--- config.mk ---
export PLATFORM = sky130hd
export DESIGN_NAME = l0_skew_feeder_flat
export DESIGN_NICKNAME = d
export VERILOG_FILES = /design/src/rtl/l0_skew_feeder_if.sv /design/src/rtl/l0_skew_feeder.sv /design/src/flat_wrapper.sv
export SDC_FILE = /design/constraint.sdc
export NUM_CORES = 1
export LEC_CHECK = 0
export ABC_CLOCK_PERIOD_IN_PS = 2100
export BUFFER_PORTS_ARGS = -buffer_cell sky130_fd_sc_hd__buf_4
export CAP_MARGIN = 10
export CORE_UTILIZATION = 25
export DETAILED_ROUTE_END_ITERATION = 12
export GPL_ROUTABILITY_DRIVEN = 0
export GPL_TIMING_DRIVEN = 0
export HOLD_SLACK_MARGIN = 0.15
export SLEW_MARGIN = 5
export SYNTH_ARGS = -nofsm -noshare
export SYNTH_HDL_FRONTEND = slang
export SYNTH_SLANG_ARGS = --single-unit
--- constraint.sdc ---
create_clock -name clk -period 2.1 [get_ports clk]
set_clock_uncertainty 0.2 [all_clocks]
set_input_delay 0.21 -clock clk [delete_from_list [all_inputs] [get_ports clk]]
set_output_delay 0.21 -clock clk [all_outputs]
set_load 0.01 [all_outputs]
--- src/rtl/l0_skew_feeder_if.sv ---
// Bus bundle for the west-edge skew feeder: write vector, read wave, per-row outputs.
// Ports: wr/in (write), rd/inst_in (read wave), out/inst_out, o_full/o_empty (and o_err when L0_OVF_FLAG_EN).
interface l0_skew_feeder_if #(
  parameter int row = 8,
  parameter int bw  = 4
);
  logic               wr;
  logic [row*bw-1:0]  in;
  logic               rd;
  logic [1:0]         inst_in;
  logic [row*bw-1:0]  out;
  logic [row*2-1:0]   inst_out;
  logic               o_full;
  logic               o_empty;
`ifdef L0_OVF_FLAG_EN
  logic               o_err;

  modport master (
    output wr, in, rd, inst_in,
    input  out, inst_out, o_full, o_empty, o_err
  );

  modport slave (
    input  wr, in, rd, inst_in,
    output out, inst_out, o_full, o_empty, o_err
  );
`else
  modport master (
    output wr, in, rd, inst_in,
    input  out, inst_out, o_full, o_empty
  );

  modport slave (
    input  wr, in, rd, inst_in,
    output out, inst_out, o_full, o_empty
  );
`endif
endinterface

--- src/rtl/l0_skew_feeder.sv ---
// West-edge L0 buffer: one FIFO per array row, drained as a diagonal skewed wave.
// Ports: clk, reset (async active-low), bus (slave modport). Optional o_err via L0_OVF_FLAG_EN.
module l0_skew_feeder #(
  parameter int row   = 8,
  parameter int bw    = 4,
  parameter int depth = 16
) (
  input  logic            clk,
  input  logic            reset,
  l0_skew_feeder_if.slave bus
);

  localparam int AW = $clog2(depth);

  logic [AW:0]       r_wptr [row];
  logic [AW:0]       r_rptr [row];
  logic [bw-1:0]     r_mem  [row][depth];

  // Stage i of the delay line feeds row i+1; row 0 uses rd directly.
  logic              r_dl_rd   [row-1];
  logic [1:0]        r_dl_inst [row-1];

  logic [row*bw-1:0] r_out;
  logic [row*2-1:0]  r_inst;

  logic [row-1:0]    w_stb;
  logic [1:0]        w_inst [row];
  logic [row-1:0]    w_empty;
  logic              w_full;
  logic              w_wen;

  always_comb begin
    w_stb     = '0;
    w_empty   = '0;
    w_stb[0]  = bus.rd;
    w_inst[0] = bus.inst_in;
    for (int r = 1; r < row; r++) begin
      w_stb[r]  = r_dl_rd[r-1];
      w_inst[r] = r_dl_inst[r-1];
    end
    for (int r = 0; r < row; r++) begin
      w_empty[r] = (r_wptr[r] == r_rptr[r]);
    end
  end

  // Last row lags the most, so it holds the most entries.
  assign w_full = ((r_wptr[row-1] ^ r_rptr[row-1])
                   == {1'b1, {AW{1'b0}}});
  assign w_wen  = bus.wr & ~w_full;

  assign bus.o_full   = w_full;
  assign bus.o_empty  = w_empty[0];
  assign bus.out      = r_out;
  assign bus.inst_out = r_inst;

  always_ff @(posedge clk) begin
    if (w_wen) begin
      for (int r = 0; r < row; r++) begin
        r_mem[r][r_wptr[r][AW-1:0]] <= bus.in[r*bw +: bw];
      end
    end
  end

  always_ff @(posedge clk or negedge reset) begin
    if (!reset) begin
      for (int r = 0; r < row; r++) begin
        r_wptr[r] <= '0;
        r_rptr[r] <= '0;
      end
      for (int i = 0; i < row-1; i++) begin
        r_dl_rd[i]   <= 1'b0;
        r_dl_inst[i] <= 2'b00;
      end
      r_out  <= '0;
      r_inst <= '0;
    end else begin
      for (int i = row-2; i > 0; i--) begin
        r_dl_rd[i]   <= r_dl_rd[i-1];
        r_dl_inst[i] <= r_dl_inst[i-1];
      end
      r_dl_rd[0]   <= bus.rd;
      r_dl_inst[0] <= bus.inst_in;
      for (int r = 0; r < row; r++) begin
        if (w_wen) begin
          r_wptr[r] <= r_wptr[r] + 1'b1;
        end
        // An empty row keeps its data lane but idles the tile.
        if (w_stb[r] && !w_empty[r]) begin
          r_rptr[r]          <= r_rptr[r] + 1'b1;
          r_out[r*bw +: bw]  <= r_mem[r][r_rptr[r][AW-1:0]];
          r_inst[r*2 +: 2]   <= w_inst[r];
        end else begin
          r_inst[r*2 +: 2]   <= 2'b00;
        end
      end
    end
  end

`ifdef L0_OVF_FLAG_EN
  logic r_err;
  logic w_err_set;

  assign w_err_set = (bus.wr & w_full) | (|(w_stb & w_empty));
  assign bus.o_err = r_err;

  always_ff @(posedge clk or negedge reset) begin
    if (!reset) begin
      r_err <= 1'b0;
    end else if (w_err_set) begin
      r_err <= 1'b1;
    end
  end
`endif

endmodule

--- src/flat_wrapper.sv ---
// flat-port wrapper written by rule: the top's interface ports become plain ports
module l0_skew_feeder_flat 
#(
  parameter int row   = 8,
  parameter int bw    = 4,
  parameter int depth = 16
)
  (clk, reset, bus_wr, bus_in, bus_rd, bus_inst_in, bus_out, bus_inst_out, bus_o_full, bus_o_empty);
  l0_skew_feeder_if #(.row(row), .bw(bw)) bus_i ();
  input  logic clk;
  input  logic reset;
  input wire logic [$bits(bus_i.wr)-1:0] bus_wr;
  input wire logic [$bits(bus_i.in)-1:0] bus_in;
  input wire logic [$bits(bus_i.rd)-1:0] bus_rd;
  input wire logic [$bits(bus_i.inst_in)-1:0] bus_inst_in;
  output wire logic [$bits(bus_i.out)-1:0] bus_out;
  output wire logic [$bits(bus_i.inst_out)-1:0] bus_inst_out;
  output wire logic [$bits(bus_i.o_full)-1:0] bus_o_full;
  output wire logic [$bits(bus_i.o_empty)-1:0] bus_o_empty;
  assign bus_i.wr = bus_wr;
  assign bus_i.in = bus_in;
  assign bus_i.rd = bus_rd;
  assign bus_i.inst_in = bus_inst_in;
  assign bus_out = bus_i.out;
  assign bus_inst_out = bus_i.inst_out;
  assign bus_o_full = bus_i.o_full;
  assign bus_o_empty = bus_i.o_empty;
  l0_skew_feeder #(.row(row), .bw(bw), .depth(depth)) u_core (.clk(clk), .reset(reset), .bus(bus_i));
endmodule
Yosys cells after proc, flatten, opt, wreduce, memory -nomap -nowiden
Memory sizes are Yosys's and may differ from the RTL's.
Index checks and enable logic that the tools add are counted.
- register bits: 149
- RAM bits: 512
- input port bits: 38
- logic and storage cells: 189
- memories: 1
- memory list (memory ; depth ; width ; rd ports ; clocked after memory_dff ; write ports ; RTL line ; RTL):
    u_core.r_mem ; 8 ; 64 ; 8 ; 0 ; 8 ; l0_skew_feeder.sv:17 ; logic [bw-1:0] r_mem [row][depth];
- add/subtract/negate cells: 16
- magnitude comparators: 24
- equal/unequal tests: 9
- multiplexer cells: 57
- bitwise operators: 19
- reductions and logical operators: 24
- operator list (operator ; count):
    $mux 64 ; 8
    $bmux 4 s4 ; 8
    $demux 4 s4 ; 8
    $mux 4 ; 24
    $add 5x1->5 const B ; 16
    $ge 5x5->1 const B ; 16
    $not 4->5 ; 16
    $eq 5x5->1 ; 8
    $lt 5x1->1 const B ; 8
    $logic_and 1x1->1 ; 16
    $mux 2 ; 8
    $logic_not 1->1 ; 8
    $eq 5x5->1 const B ; 1
    $xor 5x5->5 ; 1
    $and 1x1->1 ; 1
    $mux 1 ; 1
    $not 1->1 ; 1

Logic depth before layout (Yosys ltp)
- depth after elaboration: 6
- mapped depth: 8
- mapped depth without buffers: 4

Worst setup path after synthesis
Ideal clock, no wire load.
- kind: register -> register
- from: register u_core.r_rptr[4] in the netlist's numbering
- to: memory u_core.r_mem[0][112] in the netlist's numbering (enable)
- setup time: 379 ps
- data arrival time: 1690 ps
- required time: 1521 ps
- slack: -169 ps
- stages on the path, launching flop included: 5
- path buffers: 1
- cells stage by stage: dfrtp_1 > xnor2_2 > o21ai_0 > clkbuf_1 > nor4b_1
- RTL lines (element ; RTL line ; RTL):
    start: declaration ; l0_skew_feeder.sv:16 ; logic [AW:0] r_rptr [row];
    start signal: indexed assignment ; l0_skew_feeder.sv:89 ; r_rptr[r] <= r_rptr[r] + 1'b1;
    end: declaration ; l0_skew_feeder.sv:17 ;

==> summary.md <==
| Metric | Value |
|---|---|
| Post-synth EDFFs | `512` |
| Core area | `0.107 mm2` |
| DR vias | `14500` |
| Vias per inst | `4.47` |
| Dpl ws | `-1.51 ns` |
| Placed standard-cell area | `0.0296 mm2` |
| Clock-pin slew on the worst setup and hold paths | `0.06 ns` |
| Most frequent cells in the layout | `edfxtp_1 (512), buf_4 (142), dfrtp_1 (137), mux4_2 (117), clkbuf_16 (87)` |
| CP max-delay cell | `dfrtp_2` |
| Status | `complete, but fails checks` |
| Actual slew at the worst max-slew pin | `0.889 ns` |
| Failing checks | `negative setup slack` |
| Diode count | `0` |
| Area of the multi-input gates | `0.00855 mm2` |
| Num CTS Buffers | `72` |
| Post-synth cell types | `37` |
| Min Hold Slack | `0.173 ns` |
| Max_cap viols | `0` |
| CP endpoint kind | `flop` |
| Die X | `332 um` |
| Root Driver | `clkbuf_16` |
| Final setup violation count | `542` |
| Pre-Repair DR Iteration Count | `5` |
| DIE AREA | `0.110 mm2` |
| Power per cell area | `1410 mW/mm2` |
| Hold Fails Final Rpt | `0` |
| Required time of the worst setup path | `2.25 ns` |
| Avg Inst Size Synth | `18.1 um2` |
| Routed Antenna Nets | `0` |
| Reg area | `0.0191 mm2` |
| YS warnings | `0` |
| P_leak | `12.3 nW` |
| Global Route Usage Sum | `0.114` |
| CTS tree | `built` |
| Cell Chain, Critical Path | `xnor2_2 -> nand4_1 -> buf_4 -> o21a_4 -> buf_12 -> buf_16 -> buf_12 -> and4b_2` |
| Rel. slew slack | `0.407` |
| Syn nets | `1583` |
| Starting Density | `0.253` |
| Final WS setup | `-0.335 ns` |
| Final nets | `1861` |
| Initial antenna violation count | `4` |
| Total Power | `0.0494 W` |
| WL/cell | `20.0 um` |
| Synthesized area | `0.0272 mm2` |
| DRC Markers | `0` |
| Arrival time worst endpoint | `2.58 ns` |
| First-pass GRT wire length | `96300 um` |
| Design Area, Final | `0.0349 mm2` |
| Sequential share of the synthesized area | `0.703` |
| Final HPWL DP | `42100 um` |
| Register-to-Register Path Depth | `8` |
| CP Max Fanout | `8` |
| Most common cell after layout, fill and taps aside | `edfxtp_1` |
| Boundary Pins | `88` |
| CTS H-tree lvls | `3` |
| Crit path kind | `flop to flop` |
| 1st-iter DRT viols | `977` |
| Synthesis-stage register bit count | `661` |
| RSZ-0062 raised after global routing | `true` |
| Clk buf depth | `3` |
| Final Critical Period | `2.43 ns` |
| Largest net degree at the start of global routing | `84` |
| Synth async-reset ratio | `0.225` |
| Port Buf Inserts | `86` |
| Max-slew violation count | `0` |
| Row Count | `120` |
| Startpoint Class | `flop` |
| Hold Path Stages | `0` |
| Most common cell type on the critical path | `buf_12` |
| DIE HEIGHT | `332 um` |
| Clk Latency, worst-skew pair | `0.63 ns` |
| Clock sink count | `661` |
| Worst path top cell family by delay | `buffers and inverters` |
| Crit-path max cell delay | `0.45 ns` |
| Vias in the first global route | `15500` |
| Fill cells | `10200` |
| Critical path depth | `8` |
| Ys flop type | `edfxtp_1` |
| Tcrit/Tclk final | `1.16` |
| Total grt overflow | `0` |
| Post-Synthesis Cells | `1505` |
| Routed Wire Length | `64800 um` |
| Maximum VDD drop | `0.748 mV` |
| Worst hold path type | `flop to flop` |
| Layout cells sized above 1 | `0.383` |
| Buf/Inv on CP | `4` |
| Util after Layout | `0.325` |
| Max Clk Rate | `411 MHz` |
| Area delta synth->final | `28.5%` |
-- worst register-to-register path: cells and delay by family, from the launching register on --
family | cells | cell delay (ns)
AND/OR/NAND/NOR | 2 | 0.51
buffers and inverters | 4 | 0.66
XOR/XNOR | 1 | 0.16
flip-flops | 1 | 0.45
AO/OA/AOI/OAI | 1 | 0.22
-- layer usage --
layer  global-route usage  wire [um]  up-vias
met3               0.0248       3260      104
li1                     -          -     6498
met2                0.190      31900      338
met1                0.148      27900     7563
met5                    0         38        -
met4               0.0373       1670        6
-- sequential cells by signal, indices dropped and copies added (netlist names) --
name	count
u_core.r_mem	512
u_core.r_rptr	40
u_core.r_wptr	40
u_core.bus.out	32
u_core.bus.inst_out	16
u_core.r_dl_inst	14
u_core.r_dl_rd	7
-- cells by family after synthesis --
family,count (synthesis),synth area share
DFF,661,0.703
adders and majority gates,40,0.0184
buffers and inverters,125,0.0232
and+or+nand+nor,296,0.0643
xor gates and xnor gates,105,0.0341
AOI/OAI and AO/OA,102,0.0292
muxes,176,0.128
-- stage by stage --
step                      std cells  TNS (ns)
after global routing           3246   -107.19
after CTS                      3197   -133.46
after floorplan                1505     -6.76
after detailed placement       2995   -492.82
after global placement         2994   -505.92
final                          3246    -88.71
-- report_power, final --
part / switching [W] / internal (W)
clock: 0.00526 / 0.00746
combinational: 0.00953 / 0.00923
sequential: 0.00149 / 0.0164
-- timing repair --
item                                   CTS  global route
pin swaps                               21            30
resized for setup                      227           245
hold buffers                            40             1
cloned                                   3            12
setup buffers                           27            50
setup endpoints to repair              606           591
endpoints found under the hold margin  675             1
-- area by class of cell --
class                           count  share of cell area
Timing Repair Buffer              217              0.0626
Tap cell                         1403              0.0503
Clock buffer                       87              0.0550
Sequential cell                   661               0.547
Multi-Input combinational cell    719               0.245
Clock inverter                     47              0.0138
Inverter                           40             0.00430
Buffer                             72              0.0217
-- worst paths after layout --
| check | endpoint | slack (ns) | start |
|---|---|---|---|
| hold reg to reg | u_core.r_dl_inst[0]$_DFF_PN0_ | 0.17 | u_core.r_dl_inst[2]$_DFF_PN0_ |
| setup reg to reg | u_core.r_mem[1][148]$_DFFE_PP_ | -0.33 | u_core.r_wptr[1]$_DFFE_PN0P_ |
| hold / removal | u_core.r_dl_inst[0]$_DFF_PN0_ | 0.17 | u_core.r_dl_inst[2]$_DFF_PN0_ |
| setup / recovery | u_core.r_mem[1][148]$_DFFE_PP_ | -0.33 | u_core.r_wptr[1]$_DFFE_PN0P_ |
| min in group asynchronous | u_core.bus.out[27]$_DFFE_PN0P_ | 0.54 | reset |
| max in group asynchronous | u_core.r_rptr[37]$_DFFE_PN0P_ | 0.26 | reset |
-- cells in the mapped netlist, types with 4 or more instances --
| library cell | instances | area (um2) |
|---|---|---|
| edfxtp_1 | 512 | 15400 |
| dfrtp_1 | 149 | 3730 |
| mux4_2 | 115 | 2590 |
| xnor2_1 | 103 | 902 |
| and3_1 | 80 | 500 |
| nand3_1 | 47 | 235 |
| a22oi_1 | 44 | 330 |
| ha_1 | 40 | 500 |
| inv_1 | 40 | 150 |
| mux2_2 | 40 | 450 |
| nand2_1 | 39 | 146 |
| clkbuf_1 | 38 | 143 |
| o211ai_1 | 37 | 278 |
| nor2b_1 | 36 | 225 |
| nor2_1 | 34 | 128 |
| and4b_1 | 24 | 240 |
| buf_2 | 18 | 90.1 |
| buf_6 | 14 | 158 |
| mux4_1 | 13 | 342 |
| nor4b_1 | 12 | 105 |
| o2111ai_1 | 11 | 96.3 |
| and4_1 | 9 | 78.8 |
| buf_1 | 9 | 33.8 |
| and2_1 | 8 | 50.1 |
| mux2_1 | 8 | 90.1 |
| o21ai_2 | 7 | 61.3 |
| nor3_1 | 5 | 25.0 |
| buf_4 | 4 | 30.0 |
Power figures use the tool's default switching activity.
